===== config.mk =====
export PLATFORM = sky130hd
export DESIGN_NAME = maxpool_2x2
export DESIGN_NICKNAME = d
export VERILOG_FILES = /design/src/rtl/maxpool_2x2_pkg.sv /design/src/rtl/pool_linebuf.sv /design/src/rtl/maxpool_2x2.sv
export SDC_FILE = /design/constraint.sdc
export NUM_CORES = 1
export LEC_CHECK = 0
export BUFFER_PORTS_ARGS = -buffer_cell sky130_fd_sc_hd__buf_2
export CORE_MARGIN = 2
export CORE_UTILIZATION = 45
export CTS_CLUSTER_DIAMETER = 50
export DETAILED_ROUTE_END_ITERATION = 7
export GPL_ROUTABILITY_DRIVEN = 0
export SLEW_MARGIN = 20
export SYNTH_ARGS = -nofsm -noshare
export SYNTH_HDL_FRONTEND = slang
export SYNTH_SLANG_ARGS = --single-unit

===== constraint.sdc =====
create_clock -name clk -period 7.1 [get_ports clk]
set_clock_uncertainty 0.15 [all_clocks]
set_input_delay 1.065 -clock clk [delete_from_list [all_inputs] [get_ports clk]]
set_output_delay 1.065 -clock clk [all_outputs]
set_load 0.005 [all_outputs]

===== src/rtl/maxpool_2x2_pkg.sv =====
// ============================================================================
//  Module      : maxpool_2x2_pkg
//  Description : Shared types, default dimensions and width helpers for the
//                2x2 pooling stage. Optional feature macro: MAXPOOL_AVG_EN.
//  Revision    : 1.0 - initial release
// ============================================================================
`default_nettype none

`ifndef INTERNAL_BITS
`define INTERNAL_BITS 8
`endif
`ifndef POOL_IMG_W
`define POOL_IMG_W 64
`endif
`ifndef POOL_IMG_H
`define POOL_IMG_H 64
`endif

package maxpool_2x2_pkg;

  typedef enum logic [0:0] {
    POOL_MAX = 1'b0,
    POOL_AVG = 1'b1
  } pool_mode_e;

  // Two guard bits let a 4-pixel sum be held without overflow.
`ifdef MAXPOOL_AVG_EN
  localparam int c_AVG_GUARD_BITS = 2;
`else
  localparam int c_AVG_GUARD_BITS = 0;
`endif

  function automatic int idx_bits(input int depth);
    return (depth > 1) ? $clog2(depth) : 1;
  endfunction

endpackage

`default_nettype wire


===== src/rtl/pool_linebuf.sv =====
// ============================================================================
//  Module      : pool_linebuf
//  Description : Single-port register array holding one row of horizontal
//                pair results; synchronous write, combinational read.
//  Revision    : 1.0 - initial release
// ============================================================================
`default_nettype none

module pool_linebuf
  import maxpool_2x2_pkg::*;
#(
  parameter int DEPTH = 32,
  parameter int WIDTH = 8,
  parameter int AW    = idx_bits(DEPTH)
) (
  input  logic             clk,
  input  logic             i_we,
  input  logic [AW-1:0]    i_addr,
  input  logic [WIDTH-1:0] i_wdata,
  output logic [WIDTH-1:0] o_rdata
);

  // No reset: contents are always written on an even row before being read.
  logic [WIDTH-1:0] r_mem [DEPTH];

  always_ff @(posedge clk) begin
    if (i_we) begin
      r_mem[i_addr] <= i_wdata;
    end
  end

  assign o_rdata = r_mem[i_addr];

endmodule

`default_nettype wire


===== src/rtl/maxpool_2x2.sv =====
// ============================================================================
//  Module      : maxpool_2x2
//  Description : Streaming 2x2 stride-2 max pooling with valid/ready on both
//                sides. Optional MAXPOOL_AVG_EN adds a pool_avg (sum>>2) mode.
//  Revision    : 1.0 - initial release
// ============================================================================
`default_nettype none

module maxpool_2x2
  import maxpool_2x2_pkg::*;
#(
  parameter int DATA_W = `INTERNAL_BITS,
  parameter int IMG_W  = `POOL_IMG_W,
  parameter int IMG_H  = `POOL_IMG_H
) (
  input  logic              clk,
  input  logic              reset,
  input  logic              in_valid,
  output logic              in_ready,
  input  logic [DATA_W-1:0] in_data,
`ifdef MAXPOOL_AVG_EN
  input  logic              pool_avg,
`endif
  output logic              out_valid,
  input  logic              out_ready,
  output logic [DATA_W-1:0] out_data,
  output logic              out_last
);

  localparam int SW       = DATA_W + c_AVG_GUARD_BITS;
  localparam int CW       = idx_bits(IMG_W);
  localparam int RW       = idx_bits(IMG_H);
  localparam int LB_DEPTH = IMG_W / 2;
  localparam int AW       = idx_bits(LB_DEPTH);
  localparam logic [CW-1:0] COL_LAST = CW'(IMG_W - 1);
  localparam logic [RW-1:0] ROW_LAST = RW'(IMG_H - 1);

  logic [CW-1:0]        r_col;
  logic [RW-1:0]        r_row;
  logic signed [SW-1:0] r_hold;
  logic                 r_out_valid;
  logic [DATA_W-1:0]    r_out_data;
  logic                 r_out_last;

  logic                 w_accept;
  logic                 w_lb_we;
  logic                 w_load;
  logic                 w_frame_end;
  logic [AW-1:0]        w_lb_addr;
  logic signed [SW-1:0] w_px;
  logic signed [SW-1:0] w_pair_max;
  logic signed [SW-1:0] w_pair;
  logic signed [SW-1:0] w_lb_rd;
  logic signed [SW-1:0] w_pool_max;
  logic signed [SW-1:0] w_pool;
  logic [DATA_W-1:0]    w_out;

  assign in_ready    = !r_out_valid || out_ready;
  assign w_accept    = in_valid && in_ready;
  assign w_lb_addr   = AW'(r_col >> 1);
  assign w_lb_we     = w_accept && r_col[0] && !r_row[0];
  assign w_load      = w_accept && r_col[0] && r_row[0];
  assign w_frame_end = (r_col == COL_LAST) && (r_row == ROW_LAST);

  assign w_px       = SW'($signed(in_data));
  assign w_pair_max = (w_px > r_hold) ? w_px : r_hold;
  assign w_pool_max = (w_pair > w_lb_rd) ? w_pair : w_lb_rd;

`ifdef MAXPOOL_AVG_EN
  pool_mode_e           w_mode;
  logic signed [SW-1:0] w_avg;

  assign w_mode = pool_avg ? POOL_AVG : POOL_MAX;
  assign w_pair = (w_mode == POOL_AVG) ? (r_hold + w_px) : w_pair_max;
  assign w_pool = (w_mode == POOL_AVG) ? (w_lb_rd + w_pair) : w_pool_max;
  // Arithmetic shift gives floor division of the 4-pixel sum.
  assign w_avg  = w_pool >>> 2;
  assign w_out  = (w_mode == POOL_AVG) ? w_avg[DATA_W-1:0] : w_pool[DATA_W-1:0];
`else
  assign w_pair = w_pair_max;
  assign w_pool = w_pool_max;
  assign w_out  = w_pool[DATA_W-1:0];
`endif

  pool_linebuf #(
    .DEPTH (LB_DEPTH),
    .WIDTH (SW),
    .AW    (AW)
  ) u_linebuf (
    .clk     (clk),
    .i_we    (w_lb_we),
    .i_addr  (w_lb_addr),
    .i_wdata (w_pair),
    .o_rdata (w_lb_rd)
  );

  always_ff @(posedge clk) begin
    if (reset) begin
      r_col  <= '0;
      r_row  <= '0;
      r_hold <= '0;
    end else if (w_accept) begin
      if (r_col == COL_LAST) begin
        r_col <= '0;
        r_row <= (r_row == ROW_LAST) ? '0 : r_row + 1'b1;
      end else begin
        r_col <= r_col + 1'b1;
      end
      if (!r_col[0]) begin
        r_hold <= w_px;
      end
    end
  end

  // A load wins over a drain so simultaneous load+drain keeps valid high.
  always_ff @(posedge clk) begin
    if (reset) begin
      r_out_valid <= 1'b0;
      r_out_data  <= '0;
      r_out_last  <= 1'b0;
    end else if (w_load) begin
      r_out_valid <= 1'b1;
      r_out_data  <= w_out;
      r_out_last  <= w_frame_end;
    end else if (r_out_valid && out_ready) begin
      r_out_valid <= 1'b0;
      r_out_last  <= 1'b0;
    end
  end

  assign out_valid = r_out_valid;
  assign out_data  = r_out_data;
  assign out_last  = r_out_last;

endmodule

`default_nettype wire


Word level (Yosys, flattened, before mapping) --
Memory sizes are Yosys's and may differ from the RTL's. A register that Yosys moved wholly into a read port is not among the register bits. Cells that the tools add are included.
Operators by class: bitwise operators 1, mux-type cells 11, $lt $le $gt $ge 2, reductions and logical operators 12, equal/unequal tests 2, add/subtract/negate cells 2
Operators by type and width (number):
- greater-than comparator 8 bit | 2
- 2-to-1 mux 8 bit | 2
- adder 6 x 1 -> 6 bit (second input constant) | 2
- == test 6 bit (second input constant) | 2
- 2-to-1 mux 6 bit | 2
- 2-to-1 mux 5 bit | 2
- logical AND 1 bit | 6
- 2-to-1 mux 1 bit | 5
- AND reduction 2 bit | 2
- logical NOT 1 bit | 2
- nonzero test 2 bit | 1
- logical OR 1 bit | 1
- inverter 1 bit | 1
Word-level totals: memory bits (writable) 256, memories 1, register bits 30, output and inout bits 11, logic and storage cells 37, bits of input ports 12
Memory list:
- u_linebuf.r_mem | depth 32, bits a word 8, rd ports 1, clocked after Yosys merged registers in 1, write ports 1, line pool_linebuf.sv:24 | logic [WIDTH-1:0] r_mem [DEPTH];

Logic depth before layout (Yosys ltp) --
depth in word-level cells 7, depth in mapped cells 16

Hierarchy --
A second synthesis with hierarchy kept.
Second synthesis, totals: cell total of the unflattened synthesis 767, area total of the unflattened synthesis 11858.9 um^2
By module, submodules not included:
- pool_linebuf | instances 1, cells an instance 568, area an instance 10045.9 um^2
- maxpool_2x2 | instances 1, cells an instance 199, area an instance 1813.0 um^2

Least setup slack after synthesis --
No wires, ideal clock.
path kind input port to flip-flop, start input port in_data[5], end register r_out_data[1] (netlist: out_data[1]), data arrival time 4272 ps, path slack 2543 ps, cell stages on the path 15, data required time 6815 ps, library setup time 135 ps, cell sequence ha_1 -> a21o_1 -> a211oi_1 -> a21oi_1 -> a31oi_2 -> mux2i_1 -> inv_1 -> ha_1 -> o21a_1 -> o21ai_0 -> a31oi_1 -> o21ai_0 -> or3_1 -> buf_1 -> o221ai_1
On the way: cells in the longest elaborated chain, start to end 4
Ends and longest elaborated chain:
- from (decl) | line maxpool_2x2.sv:20 | input logic [DATA_W-1:0] in_data,
- greater-than comparator 8 bit | line maxpool_2x2.sv:66 | assign w_pair_max = (w_px > r_hold) ? w_px : r_hold;
- 2-to-1 mux 8 bit | line maxpool_2x2.sv:66
- net u_linebuf.i_wdata[4] | line pool_linebuf.sv:19 | input logic [WIDTH-1:0] i_wdata,
- greater-than comparator 8 bit | line maxpool_2x2.sv:67 | assign w_pool_max = (w_pair > w_lb_rd) ? w_pair : w_lb_rd;
- 2-to-1 mux 8 bit | line maxpool_2x2.sv:67
- to (signal assigned) | line maxpool_2x2.sv:123 | r_out_data <= w_out;
- to (decl) | line maxpool_2x2.sv:42 | logic [DATA_W-1:0] r_out_data;
The timed path passes the listed nets, and every way through them passes these cells. A chain may end at the register's enable or synchronous reset.

Worst setup path in the final report --
start input port in_data[5], end register r_out_data[3] (netlist: out_data[3])
The elaborated chain is that of the path after synthesis.

==> tab_implementation.tex <==
\begin{tabular}{lr}
\hline
Metric & Value \\
\hline
\multicolumn{2}{l}{\textbf{Drt}} \\
Avg WL per Cell & 23.4 um \\
Drt drc & 0 \\
Pre-Repair DR Iteration Count & 5 \\
DR vias & 6054 \\
Post-detailed-route via-to-cell ratio & 5.78 \\
Detail Route Antenna Nets & 0 \\
Final routed wirelength across all metal layers & 24600 um \\
Drt first-iter violations & 564 \\
\multicolumn{2}{l}{\textbf{Finish}} \\
Number of fillers in the final layout & 2053 \\
Final cell utilization of the core & roughly half \\
Final Net Count & 718 \\
Share of cells above drive strength 1 & between 20\% and 30\% \\
Syn-to-layout area delta & 13.2\% \\
Inserted Diodes & 0 \\
Final Instance Count excl. Fillers & roughly 1000 \\
\multicolumn{2}{l}{\textbf{Critical path}} \\
Worst Path Required & 7360 ps \\
Max stage delay on crit path & approximately 520 ps \\
Critical-path top delay cell & sky130\_fd\_sc\_hd\_\_a31oi\_2 \\
Critical path start-end classification & input pin to flop \\
Endpoint kind of the worst setup timing path & flop \\
Startpoint class of the critical path & input pin \\
Most numerous cell on the critical path & sky130\_fd\_sc\_hd\_\_ha\_1 \\
Sequence of cells on the critical path & buf\_2 > ha\_1 > a21o\_1 > a211oi\_1 > a21oi\_1 > a31oi\_2 > mux2i\_1 > inv\_1 > ha\_1 > nor2b\_1 > o211ai\_1 > a31oi\_1 > o21ai\_0 > or3\_1 > o221ai\_1 \\
Critical-path maximum fanout & 33 \\
Data arrival, critical path & approximately 5200 ps \\
\multicolumn{2}{l}{\textbf{Synth}} \\
Post-synth EDFFs & $\sim$260 \\
Portion of synthesized cell area occupied by the leading cell type & between 60\% and 70\% \\
Synth unique cells & 42 \\
Cell type with the highest aggregate area in the netlist & sky130\_fd\_sc\_hd\_\_edfxtp\_1 \\
Cell types with the largest area share after synthesis & sky130\_fd\_sc\_hd\_\_edfxtp\_1 (65\%), sky130\_fd\_sc\_hd\_\_mux4\_2 (11\%), sky130\_fd\_sc\_hd\_\_dfxtp\_1 (6.0\%) \\
Post-synthesis sequential area ratio & 71.3\% \\
Top FF cell, synth & sky130\_fd\_sc\_hd\_\_edfxtp\_1 \\
Number of nets in the synthesized netlist & between 600 and 700 \\
Synthesis-stage register bit count & 291 \\
Cell area after technology mapping & 11800 um\^{}2 \\
Count of yosys warnings during synthesis & 0 \\
Share of flip-flops with an asynchronous set or reset & 0\% \\
Average footprint of a synthesized cell & 18.0 um\^{}2 \\
Number of standard cells after synthesis & 654 \\
\multicolumn{2}{l}{\textbf{Clocking}} \\
Total of hold buffers inserted after clock tree synthesis & 0 \\
Number of H-tree levels & 2 \\
Clock tree from TritonCTS & done \\
Clock tree buffer depth & 3 \\
Total of cells resized after clock tree synthesis & 0 \\
Root buf cell & sky130\_fd\_sc\_hd\_\_clkbuf\_16 \\
Buffers inserted during post-CTS setup optimization & 0 \\
Clock slew at reported path FFs & 60 ps \\
Source-to-sink clock delay at the later pin of the worst-skew pair & 500 ps \\
CTS buffer count & 34 \\
Number of clock sinks seen by CTS & slightly below 300 \\
\multicolumn{2}{l}{\textbf{Timing}} \\
Final critical-path setup slack & 2150 ps \\
Highest attainable clock frequency & between 200 and 250 MHz \\
Count of final hold-check violations & 0 \\
Final setup fails & 0 \\
Rel. slew slack & 28.9\% \\
Fin. max-slew vios & 0 \\
Slew of the pin with the lowest slew margin & about 1100 ps \\
Period utilisation layout & a little over two thirds \\
Final critical path time including I/O delays and setup & 4950 ps \\
Unrepaired setup endpoints after global routing & no \\
Summed negative setup slack over all endpoints & 0 ps \\
\multicolumn{2}{l}{\textbf{Global routing}} \\
Final global-route overflow total & 0 \\
Layer with the highest usage & met2 \\
Global routing usage on met1 & 24.7\% \\
Initial antenna violation count & 0 \\
Via count of the first global-routing pass & 6267 \\
Global-route wire length before repair & 37800 um \\
Met2 global-route usage & 29.9\% \\
Overall global routing resource usage & a little under a fifth \\
GR Util met3 & 3.32\% \\
Largest net degree at the start of global routing & 34 \\
\multicolumn{2}{l}{\textbf{Floorplanning}} \\
Row count & 59 \\
Floorplan die area & roughly 27000 um\^{}2 \\
Io pins & 23 \\
Die Y & 166 um \\
Die width & 166 um \\
Initial core utilization & between 40\% and 50\% \\
Core area & around 26000 um\^{}2 \\
\multicolumn{2}{l}{\textbf{Run status}} \\
Outcome & finished clean \\
\multicolumn{2}{l}{\textbf{Job}} \\
Max-Cap Viols & 0 \\
\multicolumn{2}{l}{\textbf{Placed design}} \\
Worst slack, placed & 1720 ps \\
Number of I/O port buffers & 22 \\
Hpwl dp & 15200 um \\
Number of cells after detailed placement & 987 \\
\multicolumn{2}{l}{\textbf{Worst hold path}} \\
Worst min path class & flop to flop \\
\multicolumn{2}{l}{\textbf{Pwr}} \\
Max VDD drop & 156 uV \\
Leakage & 0.00425 uW \\
Total power density per cell area & about 290 nW/um\^{}2 \\
\hline
\end{tabular}
worst max-delay path, delay by kind of cell:
family,cells,cell delay (ps)
compound gates,8,1700
simple gates,2,620
fa+ha+maj,2,830
buf+inv,2,610
mux,1,380
sequential cells by signal, summed over array words and instances (netlist names), named ones only:
signal           cells
u_linebuf.r_mem    256
r_row                6
r_col                6
out_valid            1
out_last             1
r_hold               8
out_data             8
per-layer routing:
| layer | vias up | share of wire, % |
|---|---|---|
| met4 | 0 | 2.7 |
| met2 | 174 | 49 |
| met3 | 48 | 4.6 |
| met1 | 3141 | 43 |
| met5 | - | 0 |
| li1 | 2691 | - |
placed cells by master (no fill, tap or decap), types with 7 or more instances in the layout:
cell                          n
sky130_fd_sc_hd__buf_2       22
sky130_fd_sc_hd__o22ai_1      8
sky130_fd_sc_hd__clkbuf_1     7
sky130_fd_sc_hd__clkbuf_16   35
sky130_fd_sc_hd__edfxtp_1   256
sky130_fd_sc_hd__o21ai_0     14
sky130_fd_sc_hd__mux2_2      15
sky130_fd_sc_hd__o221ai_1     7
sky130_fd_sc_hd__a21oi_1     15
sky130_fd_sc_hd__nor2_1      48
sky130_fd_sc_hd__a221o_1      7
sky130_fd_sc_hd__mux4_1       7
sky130_fd_sc_hd__dfxtp_1     33
sky130_fd_sc_hd__inv_1       18
sky130_fd_sc_hd__ha_1        18
sky130_fd_sc_hd__nand3_1      8
sky130_fd_sc_hd__nand2_1     39
sky130_fd_sc_hd__mux4_2      59
sky130_fd_sc_hd__mux2i_1     23
cell usage after synthesis (2+ instances only):
cell and number:
sky130_fd_sc_hd__a31oi_1 3, sky130_fd_sc_hd__o21ai_0 14, sky130_fd_sc_hd__a21oi_1 15, sky130_fd_sc_hd__clkbuf_1 13, sky130_fd_sc_hd__dfxtp_1 35, sky130_fd_sc_hd__or3_1 2, sky130_fd_sc_hd__nand2b_1 4, sky130_fd_sc_hd__xnor2_1 2
sky130_fd_sc_hd__nand2_1 39, sky130_fd_sc_hd__o22ai_1 8, sky130_fd_sc_hd__mux4_1 7, sky130_fd_sc_hd__buf_4 3, sky130_fd_sc_hd__mux2i_1 23, sky130_fd_sc_hd__edfxtp_1 256, sky130_fd_sc_hd__nand3_1 8, sky130_fd_sc_hd__inv_1 19
sky130_fd_sc_hd__a221o_1 7, sky130_fd_sc_hd__nor3_1 4, sky130_fd_sc_hd__a21o_1 2, sky130_fd_sc_hd__a211oi_1 2, sky130_fd_sc_hd__nor2b_1 5, sky130_fd_sc_hd__ha_1 18, sky130_fd_sc_hd__buf_1 6, sky130_fd_sc_hd__mux2_2 15
sky130_fd_sc_hd__mux4_2 59, sky130_fd_sc_hd__buf_2 6, sky130_fd_sc_hd__or2_2 2, sky130_fd_sc_hd__nand4_1 6, sky130_fd_sc_hd__xor2_1 5, sky130_fd_sc_hd__o221ai_1 7, sky130_fd_sc_hd__nor2_1 48
where the power goes:
part | total [uW] | internal, uW | switching [uW]
Sequential | 1910 | 1900 | 6.69
Combinational | 167 | 47.7 | 119
Clock | 1720 | 1060 | 666
area by class of cell:
type	count	area, um^2	share of cell area [%]
clock inverters	18	216	1.63
flip-flops and latches	291	8390	63.1
well taps	335	419	3.15
multi-input cells	314	3150	23.7
clock buffers	42	902	6.78
inverters	19	71.3	0.536
repair buffers	28	155	1.17
cell families after synthesis:
logic type,share of synthesized area [%]
AOI/OAI and AO/OA,3.62
xor gates and xnor gates,0.521
adders and majority gates,1.91
buffers and inverters,1.88
DFF,71.3
muxes,16.3
and+or+nand+nor,4.49
per-stage QoR:
stage | total power [uW] | cell area (um^2) | hold slack, ps
finish | 3800 | 13300 | 324
global route | 3930 | 13300 | 350
CTS | 3840 | 13300 | 324
detailed placement | 2110 | 12200 | 309
global placement | 2100 | 12200 | 319
floorplan | 2050 | 11800 | 307
final timing paths:
path                                  start     endpoint  slack (ps)  cells past startpoint
worst min register to register  out_data[7]  out_data[7]         320                      2
worst min-delay path            out_data[7]  out_data[7]         320                      2
worst max-delay path             in_data[5]  out_data[3]        2150                     15
worst max register to register    r_hold[5]  out_data[3]        2430                     15
Power figures use the tool's default switching activity.
